### config.mk
export PLATFORM = sky130hd
export DESIGN_NAME = wb_ddr_line_reader
export DESIGN_NICKNAME = d
export VERILOG_FILES = /design/src/rtl/wb_ddr_line_reader_pkg.sv /design/src/rtl/dpram_generic.sv /design/src/rtl/wb_ddr_line_reader.sv
export SDC_FILE = /design/constraint.sdc
export NUM_CORES = 1
export LEC_CHECK = 0
export BUFFER_PORTS_ARGS = -buffer_cell sky130_fd_sc_hd__buf_2
export CAP_MARGIN = 0
export CORE_MARGIN = 1
export CORE_UTILIZATION = 41
export CTS_CLUSTER_DIAMETER = 40
export DETAILED_ROUTE_END_ITERATION = 10
export PLACE_DENSITY_LB_ADDON = 0.2
export SLEW_MARGIN = 20
export SYNTH_ARGS = -nofsm -noshare
export SYNTH_HDL_FRONTEND = slang
export SYNTH_SLANG_ARGS = --single-unit
export TNS_END_PERCENT = 10
### constraint.sdc
create_clock -name wb_clk_i -period 4.4 [get_ports wb_clk_i]
set_input_delay 0.22 -clock wb_clk_i [delete_from_list [all_inputs] [get_ports wb_clk_i]]
set_output_delay 0.22 -clock wb_clk_i [all_outputs]
set_load 0.02 [all_outputs]
### src/rtl/wb_ddr_line_reader_pkg.sv
// Shared constants and state encoding for the Wishbone-to-DDR single-line read buffer.
package wb_ddr_line_reader_pkg;

   localparam int DEF_LINE_WORDS_LOG2 = 3;
   localparam int DEF_LOCAL_AW        = 22;
   localparam int LINE_WORDS          = 1 << DEF_LINE_WORDS_LOG2;
   localparam int BURST_SIZE          = LINE_WORDS;

   typedef enum logic [2:0] {
      IDLE      = 3'd0,
      RD_HIT    = 3'd1,
      RD_OUT    = 3'd2,
      FILL_REQ  = 3'd3,
      FILL_WAIT = 3'd4,
      WR_REQ    = 3'd5
   } state_t;

   function automatic int line_words(input int log2);
      return 1 << log2;
   endfunction

endpackage

### src/rtl/dpram_generic.sv
// Dual-port RAM with per-byte write enables on both ports and a registered read on port a.
module dpram_generic #(
   parameter int ADDR_WIDTH = 3,
   parameter int DATA_WIDTH = 32
) (
   input  logic                    clk,
   input  logic [ADDR_WIDTH-1:0]   addr_a,
   input  logic [DATA_WIDTH-1:0]   din_a,
   input  logic [DATA_WIDTH/8-1:0] we_a,
   output logic [DATA_WIDTH-1:0]   dout_a,
   input  logic [ADDR_WIDTH-1:0]   addr_b,
   input  logic [DATA_WIDTH-1:0]   din_b,
   input  logic [DATA_WIDTH/8-1:0] we_b
);

   logic [DATA_WIDTH-1:0] mem [0:(1<<ADDR_WIDTH)-1];

   // Read-before-write on port a; port b wins a same-byte collision.
   always_ff @(posedge clk) begin
      dout_a <= mem[addr_a];
      for (int i = 0; i < DATA_WIDTH/8; i++) begin
         if (we_a[i]) mem[addr_a][8*i +: 8] <= din_a[8*i +: 8];
         if (we_b[i]) mem[addr_b][8*i +: 8] <= din_b[8*i +: 8];
      end
   end

endmodule

### src/rtl/wb_ddr_line_reader.sv
// Wishbone classic slave with a one-line read buffer in front of the DDR local port;
// read misses burst-fill the line, writes go straight through to DDR.
module wb_ddr_line_reader
   import wb_ddr_line_reader_pkg::*;
#(
   parameter int LINE_WORDS_LOG2 = DEF_LINE_WORDS_LOG2,
   parameter int LOCAL_AW        = DEF_LOCAL_AW
) (
   input  logic                       wb_clk_i,
   input  logic                       wb_rst_i,
   input  logic [31:0]                wb_adr_i,
   input  logic [31:0]                wb_dat_i,
   input  logic [3:0]                 wb_sel_i,
   input  logic                       wb_we_i,
   input  logic                       wb_cyc_i,
   input  logic                       wb_stb_i,
   output logic [31:0]                wb_dat_o,
   output logic                       wb_ack_o,
   output logic [LOCAL_AW-1:0]        local_address,
   output logic                       local_read_req,
   output logic                       local_write_req,
   output logic                       local_burstbegin,
   output logic [LINE_WORDS_LOG2:0]   local_size,
   output logic [3:0]                 local_be,
   output logic [31:0]                local_wdata,
   input  logic                       local_ready,
   input  logic [31:0]                local_rdata,
   input  logic                       local_rdata_valid
);

   localparam int LW     = line_words(LINE_WORDS_LOG2);
   localparam int TAG_W  = 30 - LINE_WORDS_LOG2;
   localparam int SIZE_W = LINE_WORDS_LOG2 + 1;

   state_t                     state, state_nx;
   logic                       line_valid;
   logic [TAG_W-1:0]           line_tag;
   logic [29:0]                cap_wadr;
   logic [31:0]                cap_dat;
   logic [3:0]                 cap_sel;
   logic [LINE_WORDS_LOG2-1:0] beat_cnt;
   logic                       reread;

   logic                       req;
   logic                       req_hit;
   logic                       wr_hit;
   logic                       last_beat;
   logic [LINE_WORDS_LOG2-1:0] buf_addr_a;
   logic [3:0]                 buf_we_a;
   logic [3:0]                 buf_we_b;
   logic [31:0]                buf_dout_a;
   logic                       unused_adr;

   assign unused_adr = ^wb_adr_i[1:0];

   assign req       = wb_cyc_i & wb_stb_i;
   assign req_hit   = line_valid && (wb_adr_i[31:LINE_WORDS_LOG2+2] == line_tag);
   assign wr_hit    = line_valid && (cap_wadr[29:LINE_WORDS_LOG2] == line_tag);
   assign last_beat = local_rdata_valid && (beat_cnt == LINE_WORDS_LOG2'(LW-1));

   // In IDLE the buffer is addressed straight from the bus so a hit has data one cycle later.
   assign buf_addr_a = (state == IDLE) ? wb_adr_i[LINE_WORDS_LOG2+1:2]
                                       : cap_wadr[LINE_WORDS_LOG2-1:0];
   assign buf_we_a   = (state == WR_REQ && local_ready && wr_hit) ? cap_sel : 4'h0;
   assign buf_we_b   = (state == FILL_WAIT && local_rdata_valid) ? 4'hF : 4'h0;

   dpram_generic #(
      .ADDR_WIDTH (LINE_WORDS_LOG2),
      .DATA_WIDTH (32)
   ) u_line_buf (
      .clk    (wb_clk_i),
      .addr_a (buf_addr_a),
      .din_a  (cap_dat),
      .we_a   (buf_we_a),
      .dout_a (buf_dout_a),
      .addr_b (beat_cnt),
      .din_b  (local_rdata),
      .we_b   (buf_we_b)
   );

   // RD_OUT is also the ack cycle for writes; wb_dat_o is simply left unchanged then.
   always_comb begin
      state_nx         = state;
      wb_ack_o         = 1'b0;
      local_read_req   = 1'b0;
      local_write_req  = 1'b0;
      local_burstbegin = 1'b0;
      local_size       = '0;
      local_be         = '0;
      local_wdata      = '0;
      local_address    = '0;
      case (state)
         IDLE: begin
            if (req) begin
               if (wb_we_i)      state_nx = WR_REQ;
               else if (req_hit) state_nx = RD_HIT;
               else              state_nx = FILL_REQ;
            end
         end
         RD_HIT: begin
            if (!reread) state_nx = RD_OUT;
         end
         RD_OUT: begin
            wb_ack_o = wb_cyc_i;
            state_nx = IDLE;
         end
         FILL_REQ: begin
            local_read_req   = 1'b1;
            local_burstbegin = 1'b1;
            local_size       = SIZE_W'(LW);
            local_address    = {cap_wadr[LOCAL_AW-1:LINE_WORDS_LOG2], {LINE_WORDS_LOG2{1'b0}}};
            if (local_ready) state_nx = FILL_WAIT;
         end
         FILL_WAIT: begin
            if (last_beat) state_nx = RD_HIT;
         end
         WR_REQ: begin
            local_write_req  = 1'b1;
            local_burstbegin = 1'b1;
            local_size       = SIZE_W'(1);
            local_be         = cap_sel;
            local_wdata      = cap_dat;
            local_address    = cap_wadr[LOCAL_AW-1:0];
            if (local_ready) state_nx = RD_OUT;
         end
         default: state_nx = IDLE;
      endcase
   end

   // After a fill the word just written may be the one requested, so RD_HIT spends one
   // extra cycle re-reading the buffer before registering the output.
   always_ff @(posedge wb_clk_i) begin
      if (wb_rst_i) begin
         state      <= IDLE;
         line_valid <= 1'b0;
         line_tag   <= '0;
         cap_wadr   <= '0;
         cap_dat    <= '0;
         cap_sel    <= '0;
         beat_cnt   <= '0;
         reread     <= 1'b0;
         wb_dat_o   <= '0;
      end else begin
         state <= state_nx;
         if (state == IDLE && req) begin
            cap_wadr <= wb_adr_i[31:2];
            cap_dat  <= wb_dat_i;
            cap_sel  <= wb_sel_i;
            if (!wb_we_i && !req_hit) line_valid <= 1'b0;
         end
         if (state == FILL_REQ) begin
            beat_cnt <= '0;
         end else if (state == FILL_WAIT && local_rdata_valid) begin
            beat_cnt <= beat_cnt + 1'b1;
         end
         if (state == FILL_WAIT && last_beat) begin
            line_tag   <= cap_wadr[29:LINE_WORDS_LOG2];
            line_valid <= 1'b1;
            reread     <= 1'b1;
         end else if (state == RD_HIT) begin
            reread <= 1'b0;
         end
         if (state == RD_HIT && !reread) wb_dat_o <= buf_dout_a;
      end
   end

endmodule

==> Yosys cells after proc, flatten, opt, wreduce, memory -nomap -nowiden <==
Memory sizes are Yosys's and may differ from the RTL's. A register that Yosys moved wholly into a read port is not among the register bits.
Index checks and enable logic that the tools add are counted.
{ "totals": {"ff_bits": 133, "ram_bits": 256, "inputBits": 107, "output_inout_bits": 98, "word_cells": 90, "mem_count": 1} }
{ "memory_table": {"columns": ["memory", "words", "width", "rd", "rd_ports_with_merged_regs", "write_ports", "line_no", "rtl"], "rows": [
  ["u_line_buf.mem", 8, 32, 1, 1, 1, "dpram_generic.sv:16", "logic [DATA_WIDTH-1:0] mem [0:(1<<ADDR_WIDTH)-1];"]
]} }
{ "classes": {"addsub": 1, "n_eq_ne": 13, "muxes": 43, "bitwise": 1, "n_reduce_logical": 22} }
{ "op_table": {"columns": ["operator", "n"], "rows": [
  ["two-way mux 32 bit", 2],
  ["== test 27 bit", 2],
  ["case mux 22 bit (2 select lines)", 1],
  ["OR reduction 32 bit", 1],
  ["two-way mux 1 bit", 25],
  ["two-way mux 3 bit", 8],
  ["two-way mux 4 bit", 4],
  ["case mux 3 bit (5 select lines)", 1],
  ["logical AND 1 bit", 10],
  ["inequality test 2 bit, second input constant", 5],
  ["== test 3 bit, second input constant", 3],
  ["case mux 4 bit (2 select lines)", 1],
  ["== test 3 x 2 -> 1 bit, second input constant", 2],
  ["nonzero test 2 bit", 3],
  ["AND reduction 5 bit", 1],
  ["OR reduction 2 bit", 2],
  ["adder 3 x 1 -> 3 bit, second input constant", 1],
  ["== test 3 x 1 -> 1 bit, second input constant", 1],
  ["zero test 1 bit", 3],
  ["zero test 3 bit", 1],
  ["two-way mux 2 bit", 1],
  ["AND reduction 2 bit", 1],
  ["AND 1 bit", 1]
]} }

==> Logic depth before layout (Yosys ltp) <==
{ "depth": {"depth_word": 7, "ltp_mapped": 8, "depth_no_buf": 6} }

==> Modules after synthesis <==
From an unflattened synthesis, not the netlist that was laid out.
{ "unflattened": {"hier_cells": 1540, "area_unflattened_um2": 20178.1} }
{ "by_module_without_submodules": {"columns": ["mod", "instances", "cells_each", "area_per_inst_um2", "seq_area_each_um2"], "rows": [
  ["dpram_generic", 1, 783, 14272.4, 8328.0],
  ["wb_ddr_line_reader", 1, 757, 5905.7, 2662.6]
]} }

==> Least setup slack after synthesis <==
No wires, ideal clock.
{ "synth_timing": {"path_type": "reg2reg", "from": "reg state[1]", "to": "mem u_line_buf.mem[6][0] (enable)", "setup_time_ns": 0.375, "t_arrival_ns": 2.187, "required_ns": 4.025, "slack_ns": 1.838, "stages_incl_launch_ff": 9, "path_buffers": 3, "period_less_slack_ns": 2.562, "cell_sequence": "dfxtp_1 > buf_2 > nor3_4 > mux2_4 > buf_6 > buf_6 > o31ai_1 > nand2_1 > a21oi_1"} }
{ "synth_between": {"elab_chain_cells": 7, "word_cells_on_any_way": 22, "cone_classes": "2 x eq/ne; 15 x mux; 5 x reduce/logical"} }
{ "synth_rtl": {"columns": ["element", "line_no", "rtl"], "rows": [
  ["start: declaration", "wb_ddr_line_reader.sv:35", "state_t state, state_nx;"],
  ["start signal: assignment", "wb_ddr_line_reader.sv:144", "state <= state_nx;"],
  ["== test 3 bit, on equally long branches", "wb_ddr_line_reader.sv:65, wb_ddr_line_reader.sv:64", null],
  ["logical AND 1 bit, on equally long branches", "wb_ddr_line_reader.sv:65, wb_ddr_line_reader.sv:64", null],
  ["two-way mux 4 bit / logical AND 1 bit (equally long branches)", "wb_ddr_line_reader.sv:65, wb_ddr_line_reader.sv:64", null],
  ["two-way mux 1 bit / two-way mux 4 bit (equally long branches)", "dpram_generic.sv:23, wb_ddr_line_reader.sv:64", null],
  ["two-way mux 1 bit, on equally long branches", "dpram_generic.sv:23, dpram_generic.sv:22", null],
  ["OR reduction 32 bit (no source line) / two-way mux 1 bit (equally long branches)", null, null],
  ["two-way mux 3 bit (no source line) / two-way mux 4 bit (equally long branches)", null, null],
  ["end: declaration", "dpram_generic.sv:16", null]
]} }
Several ways; a longest one is shown, not always the timed one.

==> Worst setup path after layout <==
{ "layout_timing": {"from": "reg state[0]", "to": "out local_address[20]"} }
{ "layout_between": {"elab_chain_cells": 2, "word_cells_on_any_way": 3, "cone_classes": "2 x eq/ne; 1 x mux"} }
{ "layout_rtl": {"columns": ["element", "line_no", "rtl"], "rows": [
  ["== test 3 bit / == test 3 x 2 -> 1 bit (equally long branches)", "wb_ddr_line_reader.sv:92", "case (state)"],
  ["case mux 22 bit (2 select lines) (*)", "wb_ddr_line_reader.sv:92", null],
  ["end: declaration", "wb_ddr_line_reader.sv:19", "output logic [LOCAL_AW-1:0] local_address,"]
]} }
Every way passes the cells marked *; elsewhere a longest branch is shown, timed or not.

==> key figures <==
Global route
  – Largest net degree at the start of global routing: 59
  – First-pass GRT wire length: 62.8 mm
  – Total GRT Usage: 0.197
  – GRT overflow: 0
  – Antenna violations before repair: 1
  – Vias in the first global route: 11100

Critical path
  – Critical path type: flip-flop to output port
  – Crit path arrival time: 3.16 ns
  – Startpoint Class: flip-flop
  – CP max FO: 41
  – Crit path capture type: output port
  – CP required: 4.18 ns
  – Reg2Reg Depth: 5

Synthesis
  – Cell with the most instances after synthesis: nand2_1
  – EDFF count, synth: 256
  – FF+latch count, synth: 421
  – Mux cell area share after synthesis: 0.0841
  – Synth area leader: edfxtp_1
  – Ys Warns: 0
  – Count of cell types in the netlist: 49
  – Synth cell count leaders: 398 x nand2_1, 256 x edfxtp_1, 165 x dfxtp_1, 164 x a21oi_1, 67 x mux2i_1
  – Dominant synthesized flop cell: edfxtp_1
  – Share of the synthesized area in the top cell type: 0.452
  – Synth Area in Adders: 0.00147
  – Synthesized cell area: 17000 um^2
  – Largest family of logic cells by synthesized area: simple AND/OR/NAND/NOR gates
  – Compound-cell area share of the yosys netlist: 0.0824
  – XOR/XNOR Fraction of Synth Area: 0.0278
  – Syn Area/Cell: 12.2 um^2
  – Register area share after synthesis: 0.647
  – Area contributors post-synth: edfxtp_1 45%, dfxtp_1 19%, nand2_1 8.8%, a21oi_1 4.8%, mux4_2 4.2%
  – Simple-Gate Fraction of Synth Area: 0.130
  – Mapped Cells: 1393
  – Ys async rst share: 0

CTS
  – Clock Sinks: 421
  – CTS resizes: 0
  – Post-CTS setup buffer count: 0
  – Clk buf depth: 3
  – Clock slew at reported path FFs: 0.05 ns
  – CTS Buf Count: 57
  – Worst skew pair latency: 0.60 ns
  – H-tree levels: 2
  – CTS tree: done
  – Root Buffer: clkbuf_16

Timing
  – Slew of the pin with the lowest slew margin: 1.10 ns
  – Final Critical Period: 3.38 ns
  – WHS: 0.0595 ns
  – Slew Limit Headroom: 0.269
  – Max Clock Skew: 0.0217 ns
  – Setup Viol. Count Final: 0
  – RSZ-0062 raised after global routing: no
  – Setup ws final: 1.02 ns
  – Fmax: 296 MHz
  – Max Transition Viols Final: 0
  – Total negative setup slack: 0 ns
  – Fin crit share: 0.769
  – Hold Vio Cnt, Final: 0

Pwr
  – Peak supply drop: 0.327 mV
  – Leak pwr: 7.91 nW
  – Pwr dens: 539 nW/um^2
  – Power Total: 11.4 mW

Detailed routing
  – DR iter-0 viols: 491
  – Avg WL per Cell: 18.3 um
  – Wire length on met3: 2.12 mm
  – Met2 wire length: 19.9 mm
  – Routed WL: 41.2 mm
  – Via density: 5.05
  – DR pass1 iterations: 5
  – Vias: 11400
  – ANT nets after route: 0
  – Highest Signal Layer: met4
  – DRC viols: 0
  – Wl on met1: 18.0 mm

Outcome
  – Status: complete, no violations

Floorplanning
  – Horiz. Die Dim: 206 um
  – Die area: 42300 um^2
  – Std-Cell Rows: 74
  – I/O pin cnt: 205
  – Initial Utilization: 0.416
  – Core area: 40800 um^2
  – Die Ht: 206 um

Hold path
  – Hold Path Depth: 3
  – Hold crit path type: input pin to flip-flop

Layout
  – Final instance area: 21200 um^2
  – Synth-to-Final Area Change: 24.7%
  – Nets: 1784
  – Layout cell share with drive strength beyond 1: 0.245

Placement
  – Area after DPL: 18600 um^2
  – Pre-CTS WS: 1.07 ns
  – Post-detailed-placement half-perimeter wirelength: 26.5 mm
  – Gp weighted congestion: 0.769
  – I/O Buffers: 200

Job
  – Max-Cap Viols: 0
metal layers:
layer | track usage | vias to the layer above
met5 | 0 | -
met4 | 0.0794 | 0
met3 | 0.0363 | 66
met2 | 0.325 | 279
met1 | 0.256 | 5528
li1 | - | 5525
logic make-up (layout without fill, tap and decap cells):
logic type                 Yosys count  after routing
and+or+nand+nor                    509            509
DFF                                421            421
AOI/OAI and AO/OA                  210            210
muxes                              102            102
buffers and inverters               94            424
xor gates and xnor gates            54             54
adders and majority gates            2              2
other                                1              4
critical path, stage by stage, from the launching register on:
cell	delay (ns)
dfxtp_1	0.69
and3b_2	0.31
buf_4	0.42
nand2b_1	0.69
and2_1	0.28
buf_2	0.18
layout make-up:
class / count / area, um^2
fillers: 3546 / 19600
flip-flops and latches: 421 / 11000
multi-input cells: 879 / 5600
repair buffers: 313 / 2020
clock buffers: 71 / 1560
well taps: 532 / 666
clock inverters: 37 / 340
inverters: 3 / 11.3
diodes: 2 / 5.00
state kept, by name (all words and copies together) (netlist names):
signal,cells
cap_dat,32
reread,1
wb_dat_o,32
state,3
line_tag,27
cap_sel,4
u_line_buf.dout_a,32
line_valid,1
beat_cnt,3
u_line_buf.mem,256
cap_wadr,30
timing repair:
item                                   CTS  global route
setup endpoints to repair                0             0
endpoints found under the hold margin   66             0
hold buffers                            66             0
placed cells by master (no fill, tap or decap), types with 3 or more instances in the layout:
master	count
o221ai_1	3
buf_4	48
nor4_1	4
clkinv_1	3
inv_1	3
nand3b_1	4
xor2_1	13
clkinv_2	8
clkinvlp_4	6
xnor2_1	41
nand3_1	6
clkbuf_16	60
o221ai_2	29
mux2i_1	66
and2_1	59
edfxtp_1	256
o21ai_0	3
dlygate4sd3_1	66
inv_8	3
o31ai_1	3
clkbuf_1	9
nand2b_1	3
a21oi_1	163
nand2_1	397
mux4_2	32
dfxtp_1	165
nor2_1	6
nand4_1	14
buf_2	199
clkinv_4	5
bufinv_16	3
inv_6	8
report_power, final:
part	internal, mW	switching [mW]	total, mW
combinational	0.849	1.32	2.17
sequential	4.58	0.165	4.75
clock	2.74	1.76	4.50
worst paths after layout:
path / from / to / slack (ns)
hold reg to reg: u_line_buf.dout_a[12]$_DFF_P_ / wb_dat_o[12]$_SDFFE_PP0P_ / 0.43
setup reg to reg: state[0]$_SDFFE_PP0P_ / u_line_buf.mem[5][12]$_DFFE_PP_ / 1.05
hold / removal: wb_we_i / state[1]$_SDFFE_PP0P_ / 0.06
setup / recovery: state[0]$_SDFFE_PP0P_ / local_address[20] / 1.02
through the flow:
step / std cells / utilization
floorplan: 1394 / -
global placement: 2082 / 0.456
detailed placement: 2082 / 0.456
CTS: 2256 / 0.519
global route: 2256 / 0.519
finish: 2258 / 0.519
Note: power is estimated with default switching activity, not from simulation.
